<file path="config.mk">
export PLATFORM = sky130hd
export DESIGN_NAME = nibble_serial_adder_flat
export DESIGN_NICKNAME = d
export VERILOG_FILES = /design/src/rtl/nibble_serial_adder_pkg.sv /design/src/rtl/nibble_serial_adder_if.sv /design/src/rtl/nibble_serial_adder_x74283.sv /design/src/rtl/nibble_serial_adder.sv /design/src/flat_wrapper.sv
export SDC_FILE = /design/constraint.sdc
export NUM_CORES = 1
export LEC_CHECK = 0
export BUFFER_PORTS_ARGS = -buffer_cell sky130_fd_sc_hd__buf_2
export CAP_MARGIN = 20
export CORE_MARGIN = 1
export CORE_UTILIZATION = 55
export CTS_BUF_LIST = sky130_fd_sc_hd__clkbuf_4
export CTS_CLUSTER_DIAMETER = 150
export DETAILED_ROUTE_END_ITERATION = 16
export GPL_TIMING_DRIVEN = 0
export PLACE_DENSITY_LB_ADDON = 0.15
export RECOVER_POWER = 50
export REMOVE_ABC_BUFFERS = 1
export SETUP_SLACK_MARGIN = 0.5
export SLEW_MARGIN = 15
export SYNTH_ARGS = -nofsm -noshare
export SYNTH_HDL_FRONTEND = slang
export SYNTH_SLANG_ARGS = --single-unit
</file>
<file path="constraint.sdc">
create_clock -name CP -period 2.56 [get_ports CP]
set_input_delay 0.512 -clock CP [delete_from_list [all_inputs] [get_ports CP]]
set_output_delay 0.512 -clock CP [all_outputs]
set_load 0.02 [all_outputs]
</file>
<file path="src/rtl/nibble_serial_adder_pkg.sv">
// Shared definitions for the nibble-serial adder: FSM state encoding and nibble width.
// Latency: n/a (package only).
// Backpressure: n/a (package only).
package nibble_serial_adder_pkg;

    localparam int NIBBLE_W = 4;

    typedef enum logic [1:0] {
        ST_IDLE = 2'd0,
        ST_RUN  = 2'd1,
        ST_DONE = 2'd2
    } state_t;

endpackage

</file>
<file path="src/rtl/nibble_serial_adder_if.sv">
// Request/result bundle between the requester and the nibble-serial adder.
// Latency: n/a (wiring only).
// Backpressure: none; START is sampled only while the adder is IDLE/DONE, BUSY tells the requester to wait.
interface nibble_serial_adder_if #(
    parameter int W = 16
) ();

    logic         START;
    logic [W-1:0] A;
    logic [W-1:0] B;
    logic         C_IN;
    logic         BUSY;
    logic         DONE;
    logic [W-1:0] S;
    logic         CO;
    logic         OVF;

    // Requester side drives operands, observes status and result
    modport master (
        output START, A, B, C_IN,
        input  BUSY, DONE, S, CO, OVF
    );

    // Adder side
    modport slave (
        input  START, A, B, C_IN,
        output BUSY, DONE, S, CO, OVF
    );

endinterface

</file>
<file path="src/rtl/nibble_serial_adder_x74283.sv">
// x74283 model: 4-bit binary full adder with fast carry.
// Latency: purely combinational.
// Backpressure: none.
module x74283 (
    input  logic [3:0] i_a,
    input  logic [3:0] i_b,
    input  logic       i_c,
    output logic [3:0] o_s,
    output logic       o_co
);

    logic [4:0] w_sum5;

    // Five-bit sum so the carry out of bit 3 is kept
    always_comb begin
        w_sum5 = {1'b0, i_a} + {1'b0, i_b} + {4'd0, i_c};
    end

    assign o_s  = w_sum5[3:0];
    assign o_co = w_sum5[4];

endmodule

</file>
<file path="src/rtl/nibble_serial_adder.sv">
// Wide adder built from one x74283, fed one nibble per clock LSB first, carry held in a flop.
// Latency: START at edge k -> DONE high in the cycle after edge k+NIBBLES; one add per NIBBLES+1 clocks.
// Backpressure: BUSY high during RUN; START is ignored while BUSY, in-flight add is unaffected.
module nibble_serial_adder
    import nibble_serial_adder_pkg::*;
#(
    parameter int NIBBLES = 4
) (
    input  logic CP,
    input  logic MR_n,
    nibble_serial_adder_if.slave bus
);

    localparam int W     = NIBBLE_W * NIBBLES;
    localparam int CNT_W = $clog2(NIBBLES) + 1;

    state_t             r_state;
    state_t             w_state_nxt;
    logic [W-1:0]       r_a_sh;
    logic [W-1:0]       r_b_sh;
    logic               r_carry;
    logic [CNT_W-1:0]   r_cnt;
    logic [W-1:0]       r_acc;
    logic               r_a_msb;
    logic               r_b_msb;
    logic [W-1:0]       r_s;
    logic               r_co;
    logic               r_ovf;

    logic [NIBBLE_W-1:0] w_nib_s;
    logic                w_nib_co;
    logic                w_last;
    logic                w_busy;
    logic                w_done;
    logic [W+NIBBLE_W-1:0] w_acc_ext;
    logic [W-1:0]        w_acc_next;

    // The single adder slice: low nibbles of the shift registers plus the held carry
    x74283 u_add (
        .i_a  (r_a_sh[NIBBLE_W-1:0]),
        .i_b  (r_b_sh[NIBBLE_W-1:0]),
        .i_c  (r_carry),
        .o_s  (w_nib_s),
        .o_co (w_nib_co)
    );

    assign w_last = (r_cnt == CNT_W'(NIBBLES - 1));

    // New nibble enters at the top and the accumulator shifts right, so after NIBBLES
    // steps nibble i sits at acc[4i+3:4i]; the extension keeps this legal for NIBBLES=1
    always_comb begin
        w_acc_ext  = {w_nib_s, r_acc};
        w_acc_next = w_acc_ext[W+NIBBLE_W-1:NIBBLE_W];
    end

    // State register
    always_ff @(posedge CP or negedge MR_n) begin
        if (!MR_n) begin
            r_state <= ST_IDLE;
        end else begin
            r_state <= w_state_nxt;
        end
    end

    // Next-state and status outputs
    always_comb begin
        w_state_nxt = r_state;
        w_busy      = 1'b0;
        w_done      = 1'b0;
        case (r_state)
            ST_IDLE: begin
                if (bus.START) w_state_nxt = ST_RUN;
            end
            ST_RUN: begin
                w_busy = 1'b1;
                if (w_last) w_state_nxt = ST_DONE;
            end
            ST_DONE: begin
                w_done      = 1'b1;
                w_state_nxt = bus.START ? ST_RUN : ST_IDLE;
            end
            default: w_state_nxt = ST_IDLE;
        endcase
    end

    // Operand capture, per-nibble datapath and result registers
    always_ff @(posedge CP or negedge MR_n) begin
        if (!MR_n) begin
            r_a_sh  <= '0;
            r_b_sh  <= '0;
            r_carry <= 1'b0;
            r_cnt   <= '0;
            r_acc   <= '0;
            r_a_msb <= 1'b0;
            r_b_msb <= 1'b0;
            r_s     <= '0;
            r_co    <= 1'b0;
            r_ovf   <= 1'b0;
        end else begin
            case (r_state)
                ST_IDLE, ST_DONE: begin
                    if (bus.START) begin
                        r_a_sh  <= bus.A;
                        r_b_sh  <= bus.B;
                        r_carry <= bus.C_IN;
                        r_cnt   <= '0;
                        r_acc   <= '0;
                        // Operand sign bits are shifted out during RUN, keep them for OVF
                        r_a_msb <= bus.A[W-1];
                        r_b_msb <= bus.B[W-1];
                    end
                end
                ST_RUN: begin
                    r_acc   <= w_acc_next;
                    r_carry <= w_nib_co;
                    r_a_sh  <= r_a_sh >> NIBBLE_W;
                    r_b_sh  <= r_b_sh >> NIBBLE_W;
                    if (w_last) begin
                        r_cnt <= '0;
                        r_s   <= w_acc_next;
                        r_co  <= w_nib_co;
                        r_ovf <= (r_a_msb == r_b_msb) && (w_acc_next[W-1] != r_a_msb);
                    end else begin
                        r_cnt <= r_cnt + CNT_W'(1);
                    end
                end
                default: ;
            endcase
        end
    end

    assign bus.BUSY = w_busy;
    assign bus.DONE = w_done;
    assign bus.S    = r_s;
    assign bus.CO   = r_co;
    assign bus.OVF  = r_ovf;

endmodule
</file>
<file path="src/flat_wrapper.sv">
// flat-port wrapper written by rule: the top's interface ports become plain ports
module nibble_serial_adder_flat import nibble_serial_adder_pkg::*;
#(
    parameter int NIBBLES = 4
)
  (CP, MR_n, bus_START, bus_A, bus_B, bus_C_IN, bus_BUSY, bus_DONE, bus_S, bus_CO, bus_OVF);
  nibble_serial_adder_if bus_i ();
  input  logic CP;
  input  logic MR_n;
  input wire logic [$bits(bus_i.START)-1:0] bus_START;
  input wire logic [$bits(bus_i.A)-1:0] bus_A;
  input wire logic [$bits(bus_i.B)-1:0] bus_B;
  input wire logic [$bits(bus_i.C_IN)-1:0] bus_C_IN;
  output wire logic [$bits(bus_i.BUSY)-1:0] bus_BUSY;
  output wire logic [$bits(bus_i.DONE)-1:0] bus_DONE;
  output wire logic [$bits(bus_i.S)-1:0] bus_S;
  output wire logic [$bits(bus_i.CO)-1:0] bus_CO;
  output wire logic [$bits(bus_i.OVF)-1:0] bus_OVF;
  assign bus_i.START = bus_START;
  assign bus_i.A = bus_A;
  assign bus_i.B = bus_B;
  assign bus_i.C_IN = bus_C_IN;
  assign bus_BUSY = bus_i.BUSY;
  assign bus_DONE = bus_i.DONE;
  assign bus_S = bus_i.S;
  assign bus_CO = bus_i.CO;
  assign bus_OVF = bus_i.OVF;
  nibble_serial_adder #(.NIBBLES(NIBBLES)) u_core (.CP(CP), .MR_n(MR_n), .bus(bus_i));
endmodule
</file>
==> results_dict.tcl, run 1 <==
set metrics [dict create \
    fmax_mhz 480.5 \
    cts_sinks 70 \
    yosys.area.top_type "dfrtp_1" \
    slew_violations 0 \
    clk_path_buf_depth 2 \
    synth_warnings 0 \
    yosys.area.top_type_share 0.5988 \
    drv_cap 0 \
    io_pins 56 \
    ys_types 28 \
    status "finished clean" \
    rrSetupSlack_ns 0.48 \
    synth_top_family_by_area "simple AND/OR/NAND/NOR gates" \
    dp_slack_ns 0.3259 \
    die_w_um 74.93 \
    core_um2 5107 \
    reg2reg_to "u_core.r_carry" \
    finalNetCount 394 \
    finalClockSkew_ns 0.01062 \
    synth_area_um2 2925 \
    syn_inst 298 \
    grt_usage 0.2235 \
    cts_tree "built" \
    syn_to_final_growth_pct 17.71 \
    synthArstFlopShare 1.000 \
    crit_start "u_core.r_state[0]" \
    drive_gt1_frac 0.2051 \
    yosysMostFrequentCell "nand2_1" \
    setup_viol 0 \
    synth.area.top_cells "dfrtp_1 (60%), nand2_1 (13%), a22o_1 (5.7%)" \
    synth_ff_type "dfrtp_1" \
    cts.clk_slew.worst_paths_ns 0.10 \
    place_area_um2 3299 \
    worst_slack_ns 0.4790 \
    finalCritPeriodShare 0.8129 \
    synth-seq-area-share 0.5988 \
    synth-seq-cells 70 \
    ant_nets 0 \
    finalHoldViolCount 0 \
    critPathRequiredTime_ns 2.84 \
    worstSetupEndpointType "register" \
    gp_congestion 0.7382 \
    antenna_found_initial 0 \
    diodes 0 \
    yosys.area_share.simple 0.1839 \
    grt_max_degree 53 \
    hold_class "in2reg" \
    syn_avg_cell_area_um2 9.816 \
    worstSkewPairLatency_ns 0.40 \
    cts_made_buffers 9 \
    dieArea_um2 5615 \
    fin_crit_ns 2.081 \
    numPortBuffers 55 \
    total_power_mw 4.630 \
    critPathKind "reg2reg" \
    min_to "u_core.r_b_msb" \
    holdPathStages 3 \
    r2r_cells 6 \
    grt_pass1_vias 2048 \
    num_vias 2230 \
    grt_pass1_wl_um 9087 \
    synth_edf_count 0 \
    wl_um 5686 \
    tightest_slew_ns 1.097 \
    worstHoldStart "bus_B[15]" \
    reg2reg_from "u_core.r_state[0]" \
    maxSlewHeadroom 0.2688 \
    start_util 0.5728 \
    initialDrtViolationCount 166 \
    dp_hpwl_um 3619 \
    ir_worst_vdd_v 0.0006103 \
    final_area_um2 3443 \
    rsz0062_at_grt "no" \
    row_count 26 \
    wl_per_cell_um 13.35 \
    yosys-top-cells-count "nand2_1 (98), dfrtp_1 (70), nor2_1 (27)" \
    p_leak_nw 1.718 \
    synthMuxAreaShare 0.007699 \
    worstPathArrival_ns 2.36 \
    synth_compound_area_frac 0.1369 \
    startpoint_type "register" \
    routed_via_density 5.235 \
    synth_xor_area_frac 0.002994 \
    cp_max_fo 29 \
    synth_fa_ha_area_frac 0.03080 \
    globalRouteOverflowTotal 0 \
    drt-pass1-iter-count 4 \
    cts_root_buffer "clkbuf_4" \
    p_per_area_nw_per_um2 1345 \
    drc 0 \
    die_h_um 74.93 \
    cts_htree_levels 3 \
]
## worst max-delay path, stage by stage, from the launching register on
cell     delay, ns
dfrtp_2       0.45
nor2b_1       0.71
buf_16        0.25
nor2_2        0.14
buf_6         0.18
a22oi_1       0.13
o21ai_1       0.08
## state kept, by name, summed over array words and instances (netlist names), 2 cells and up
name and cells:
u_core.r_acc 12, u_core.r_b_sh 16, u_core.r_state 2, u_core.r_cnt 3, u_core.r_a_sh 16, u_core.bus.S 16
## how the worst max path moves through the flow
| stage | cells past startpoint | end |
|---|---|---|
| 2_1_floorplan | 4 | u_core.r_carry |
| 3_3_place_gp | 5 | u_core.r_carry |
| 3_5_place_dp | 4 | u_core.bus.S[14] |
| 4_1_cts | 4 | bus_BUSY |
| 5_1_grt | 6 | u_core.r_carry |
| 6_report | 6 | u_core.r_carry |
## final cells by class
class | count | area, µm²
clock inverters | 2 | 10.01
inverters | 6 | 32.53
repair buffers | 62 | 392.9
well taps | 70 | 87.58
fillers | 432 | 1664
clock buffers | 13 | 97.59
flip-flops and latches | 70 | 1753
multi-input cells | 203 | 1070
## report_power, final
part           switching (mW)  internal, mW  total (mW)
Sequential              0.295          1.62        1.92
Combinational            1.24         0.883        2.13
Clock                   0.348         0.237       0.584
Total                    1.89          2.74        4.63
## routing by layer
metal	part of all wire	track usage
met3	0.048	0.04150
met1	0.46	0.2902
met2	0.47	0.3614
met5	0	0
met4	0.017	0.1153
## placed cells by master (no fill, tap or decap), types with 4 or more instances in the layout
master	synthesis	layout
nand2_1	98	98
dfrtp_1	70	69
buf_2	12	46
nor2_1	27	26
a31oi_1	23	23
a22o_1	19	19
clkbuf_4	0	13
clkbuf_1	4	9
o21ai_1	7	7
a21oi_1	5	5
inv_1	4	4
nor2b_1	4	4
ha_1	4	4
## through the flow
stage,util,TNS (ns),cells,hold slack [ns]
detailed placement,0.6460,0,408,0.4095
floorplan,-,-6.308,279,0.2164
finish,0.6742,0,426,0.3260
global route,0.6742,0,426,0.3164
global placement,0.6262,-57.73,404,0.4518
CTS,0.6705,0,424,0.2997
## cells by family (layout without fill, tap and decap cells)
kind of cell,Yosys count,after routing
flops,70,70
simple gates,136,136
mux,2,2
compound gates,58,58
fa+ha+maj,6,6
xor+xnor,1,1
buf+inv,25,83
## timing repair
action | in CTS | in global routing
resized for setup | 3 | 4
hold buffers | 1 | 0
gates cloned | 0 | 1
endpoints found under the setup margin | 20 | 4
endpoints found under the hold margin | 18 | 0
buffers inserted | 0 | 1
Power figures use the tool's default switching activity.
==> inputs of run 2 (changes only) <==
--- a/config.mk
+++ b/config.mk
@@ -8,7 +8,7 @@
 export BUFFER_PORTS_ARGS = -buffer_cell sky130_fd_sc_hd__buf_2
 export CAP_MARGIN = 20
 export CORE_MARGIN = 1
-export CORE_UTILIZATION = 55
+export CORE_UTILIZATION = 51
 export CTS_BUF_LIST = sky130_fd_sc_hd__clkbuf_4
 export CTS_CLUSTER_DIAMETER = 150
 export DETAILED_ROUTE_END_ITERATION = 16
==> constraint.sdc (replaced) <==
create_clock -name CP -period 1.8 [get_ports CP]
set_input_delay 0.36 -clock CP [delete_from_list [all_inputs] [get_ports CP]]
set_output_delay 0.36 -clock CP [all_outputs]
set_load 0.02 [all_outputs]
==> results_dict.tcl, run 2 (same netlist as run 1, synthesis figures left out) <==
set metrics [dict create \
    fillers 255 \
    cts_made_buffers 9 \
    layout_common_cells "dfrtp_1 (69), nand2_1 (50), buf_4 (36)" \
    final_core_util 0.8562 \
    wl_um 11320 \
    initialDrtViolationCount 302 \
    reg2reg_from "u_core.r_b_sh[0]" \
    worstSetupEndpointType "register" \
    worstHoldStart "bus_A[13]" \
    die_h_um 77.74 \
    regArea_um2 1753 \
    row_count 27 \
    fin_tns_setup_ns -0.08564 \
    cts_tree "built" \
    num_vias 3050 \
    fin_crit_ns 1.855 \
    finalCritPeriodShare 1.031 \
    critPathKind "reg2reg" \
    antenna_found_initial 1 \
    min_to "u_core.r_a_sh[13]" \
    finalNetCount 467 \
    drive_gt1_frac 0.5128 \
    worst_slack_ns -0.05502 \
    grt_usage 0.2972 \
    worstSkewPairLatency_ns 0.43 \
    critPathRequiredTime_ns 2.13 \
    cts_root_buffer "clkbuf_4" \
    cts.clk_slew.worst_paths_ns 0.13 \
    wl_per_cell_um 22.59 \
    drc 0 \
    grt_pass1_wl_um 13250 \
    grt_pass1_vias 2670 \
    numPortBuffers 55 \
    die_w_um 77.74 \
    cts_htree_levels 3 \
    cts_sinks 70 \
    finalClockSkew_ns 0.02052 \
    r2r_cells 6 \
    reg2reg_to "u_core.bus.S[14]" \
    violations "setup timing" \
    finalHoldViolCount 0 \
    tightest_slew_ns 0.7571 \
    ir_worst_vdd_v 0.001355 \
    drv_cap 0 \
    drt-pass1-iter-count 5 \
    rrSetupSlack_ns -0.06 \
    final_common_cell "dfrtp_1" \
    dieArea_um2 6043 \
    p_leak_nw 2.292 \
    setup_viol 2 \
    io_pins 56 \
    core_um2 5507 \
    slew_violations 0 \
    multi_input_area_um2 1504 \
    maxSlewHeadroom 0.4953 \
    hold_ws_ns 0.1538 \
    hold_class "in2reg" \
    gp_congestion 0.6997 \
    dp_slack_ns -0.6479 \
    clk_path_buf_depth 2 \
    status "finished, violations left" \
    p_per_area_nw_per_um2 2166 \
    globalRouteOverflowTotal 0 \
    dp_hpwl_um 3904 \
    syn_to_final_growth_pct 61.16 \
    startpoint_type "register" \
    cp_max_fo 2 \
    holdPathStages 2 \
    rsz0062_at_grt "yes" \
    routed_via_density 6.088 \
    worstPathArrival_ns 2.18 \
    fmax_mhz 539.1 \
    diodes 0 \
    start_util 0.5312 \
    ant_nets 0 \
    grt_max_degree 44 \
]
run 2: cell types whose count changed in the layout (fill, tap and decap cells not counted), moves of 12 or more:
cell | previous run | this run
buf_2 | 46 | 34
buf_4 | 1 | 36
buf_6 | 1 | 34
nand2_1 | 98 | 50
nand2_2 | 0 | 34
nand2_4 | 0 | 14
run 2: report_power, final:
| part | internal (mW) | switching, mW | total, mW |
|---|---|---|---|
| registers | 2.31 | 0.656 | 2.97 |
| logic | 3.08 | 3.17 | 6.25 |
| clock network | 0.423 | 0.580 | 1.00 |
| total | 5.81 | 4.40 | 10.2 |
run 2: critical path, cell delays in order, from the launching register on:
cell	delay [ns]
dfrtp_1	0.43
fa_2	0.30
inv_2	0.06
fa_2	0.37
buf_4	0.16
xnor2_2	0.15
mux2_4	0.30
run 2: how the worst max path moves through the flow:
stage	startpoint	endpoint	slack (ns)	depth (start not counted)
after floorplan	u_core.r_state[0]	u_core.r_carry	-0.99	5
after global placement	bus_START	u_core.r_carry	-2.51	5
after detailed placement	u_core.r_state[0]	u_core.bus.S[14]	-0.65	4
after CTS	u_core.r_a_sh[0]	u_core.bus.OVF	0.15	5
after global routing	u_core.r_b_sh[0]	u_core.bus.S[14]	-0.05	6
final	u_core.r_b_sh[0]	u_core.bus.S[14]	-0.06	6
run 2: what timing repair did:
item / in CTS / in global routing
endpoints found under the hold margin: 27 / 0
resized for setup: 101 / 93
setup buffers: 33 / 29
gates cloned: 9 / 4
pin swaps: 38 / 58
hold buffers: 1 / 0
endpoints found under the setup margin: 90 / 87
run 2: cell type report:
type                       instances  area share
tap                               72     0.01911
sequential                        70      0.3718
inverter                           6     0.01088
clock buffer                      10     0.01592
multi-input combinational        208      0.3190
timing repair buffer             129      0.2505
timing repair inverter             1    0.001858
clock inverter                     5     0.01088
run 2: stage by stage:
| stage | instance area (µm²) | power (mW) | std cells |
|---|---|---|---|
| 4_1_cts | 4174 | 8.310 | 468 |
| 5_1_grt | 4715 | 10.59 | 501 |
| 3_5_place_dp | 3302 | 5.741 | 410 |
| 2_1_floorplan | 2835 | 4.731 | 279 |
| 3_3_place_gp | 3201 | 5.448 | 406 |
| 6_report | 4715 | 10.21 | 501 |
run 2: metal layers:
layer  track usage  vias up  share of wire
li1              -     1260              -
met1        0.3646     1476           0.34
met2        0.5000      236           0.50
met3       0.04471       76          0.089
met4        0.1717        2          0.072
met5             0        -         0.0011
==> inputs of run 3 (changes only) <==
==> constraint.sdc (replaced) <==
create_clock -name CP -period 1.8 [get_ports CP]
set_input_delay 0.18 -clock CP [delete_from_list [all_inputs] [get_ports CP]]
set_output_delay 0.18 -clock CP [all_outputs]
set_load 0.02 [all_outputs]
==> results_dict.tcl, run 3 (same netlist as run 1, synthesis figures left out) <==
set metrics [dict create \
    critPathKind "reg2reg" \
    finalCritPeriodShare 0.9906 \
    reg2reg_to "u_core.bus.OVF" \
    worstSetupEndpointType "register" \
    start_util 0.5312 \
    fillers 290 \
    worstPathArrival_ns 2.14 \
    tightest_slew_ns 0.7069 \
    rrSetupSlack_ns 0.02 \
    violations "hold timing" \
    row_count 27 \
    cts_htree_levels 3 \
    syn_to_final_growth_pct 56.16 \
    drive_gt1_frac 0.4404 \
    gp_congestion 0.6997 \
    startpoint_type "register" \
    cts_made_buffers 9 \
    finalClockSkew_ns 0.01566 \
    dieArea_um2 6043 \
    wl_um 9440 \
    min_to "u_core.r_b_sh[9]" \
    cp_max_fo 2 \
    rsz0062_at_grt "yes" \
    dp_hpwl_um 3904 \
    hold_class "in2reg" \
    clk_path_buf_depth 2 \
    grt_usage 0.2964 \
    cts.clk_slew.worst_paths_ns 0.11 \
    fmax_mhz 560.8 \
    setup_viol 0 \
    ir_worst_vdd_v 0.0009807 \
    final_common_cell "dfrtp_1" \
    die_w_um 77.74 \
    finalNetCount 449 \
    hold_ws_ns -0.006646 \
    crit_start "u_core.r_carry" \
    total_power_mw 9.226 \
    globalRouteOverflowTotal 0 \
    io_pins 56 \
    grt_pass1_vias 2690 \
    fin_tns_setup_ns 0 \
    worstHoldStart "bus_B[9]" \
    reg2reg_from "u_core.r_carry" \
    r2r_cells 5 \
    drt-pass1-iter-count 5 \
    ant_nets 0 \
    maxSlewHeadroom 0.5287 \
    fin_crit_ns 1.783 \
    antenna_found_initial 0 \
    drc 0 \
    p_per_area_nw_per_um2 2020 \
    cts_root_buffer "clkbuf_4" \
    finalHoldViolCount 2 \
    routed_via_density 5.870 \
    layout_common_cells "dfrtp_1 (69), nand2_1 (52), buf_2 (43)" \
    p_leak_nw 2.228 \
    numPortBuffers 55 \
    die_h_um 77.74 \
    wl_per_cell_um 19.54 \
    num_vias 2835 \
    grt_max_degree 44 \
    cts_sinks 70 \
    initialDrtViolationCount 214 \
    core_um2 5507 \
    slew_violations 0 \
    status "finished, violations left" \
    worstSkewPairLatency_ns 0.43 \
    drv_cap 0 \
    critPathRequiredTime_ns 2.15 \
    diodes 0 \
    holdPathStages 3 \
    cts_tree "built" \
    grt_pass1_wl_um 13400 \
]
run 3: cell types whose count changed in the layout (fill, tap and decap cells not counted), moves of 9 or more:
cell           previous run  this run
buf_4                    36        13
buf_6                    34        16
dlygate4sd3_1             1        17
nand2_2                  34        21
nand2_4                  14        25
buf_2                    34        43
run 3: worst max-delay path, stage by stage (launching register included):
cell and delay [ns]:
dfrtp_1 0.43, fa_2 0.44, nand3_2 0.09, a21oi_2 0.08
or4_4 0.48, a31oi_2 0.19
run 3: layer usage:
metal	up-vias	routed length [µm]	global-route usage	part of all wire
met3	48	688	0.06235	0.073
met1	1369	3466	0.3723	0.37
met4	0	547	0.1566	0.058
li1	1225	-	-	-
met2	193	4738	0.4823	0.50
met5	-	0	0	0
run 3: layout make-up:
| class | count | area (µm²) | share of cell area |
|---|---|---|---|
| well taps | 72 | 90.09 | 0.01972 |
| multi-input cells | 205 | 1504 | 0.3292 |
| flip-flops and latches | 70 | 1753 | 0.3837 |
| clock buffers | 10 | 75.07 | 0.01643 |
| clock inverters | 5 | 51.30 | 0.01123 |
| repair buffers | 114 | 1035 | 0.2265 |
| repair inverters | 1 | 8.758 | 0.001917 |
| inverters | 6 | 51.30 | 0.01123 |
run 3: report_power, final:
| part | leakage (nW) | total (mW) | switching (mW) | internal [mW] |
|---|---|---|---|---|
| Clock | 0.0697 | 0.988 | 0.566 | 0.423 |
| Sequential | 0.865 | 2.89 | 0.577 | 2.31 |
| Combinational | 1.29 | 5.35 | 2.82 | 2.53 |
| Total | 2.23 | 9.23 | 3.96 | 5.26 |
run 3: repair_timing:
item | CTS | global route
endpoints found under the hold margin | 42 | 1
pin swaps | 44 | 62
endpoints found under the setup margin | 72 | 70
resized for setup | 71 | 81
hold buffers | 16 | 1
gates cloned | 9 | 1
buffers inserted | 25 | 6
run 3: how the worst max path moves through the flow:
stage,endpoint,slack (ns)
after detailed placement,u_core.bus.S[14],-0.65
after global placement,u_core.r_carry,-2.44
after CTS,u_core.bus.OVF,0.15
after global routing,u_core.bus.OVF,-0.01
final,u_core.bus.OVF,0.02
after floorplan,u_core.r_carry,-0.99
run 3: stage by stage:
stage               cells  hold WS [ns]  setup slack [ns]  cell area (µm²)  utilization
floorplan             279       -0.1156           -0.9867             2835            -
global placement      406        0.4024            -2.439             3201       0.5812
detailed placement    410        0.1220           -0.6479             3302       0.5996
CTS                   475      0.003025            0.1495             4192       0.7612
global route          483      0.009273          -0.01130             4568       0.8296
finish                483     -0.006646           0.01691             4568       0.8296
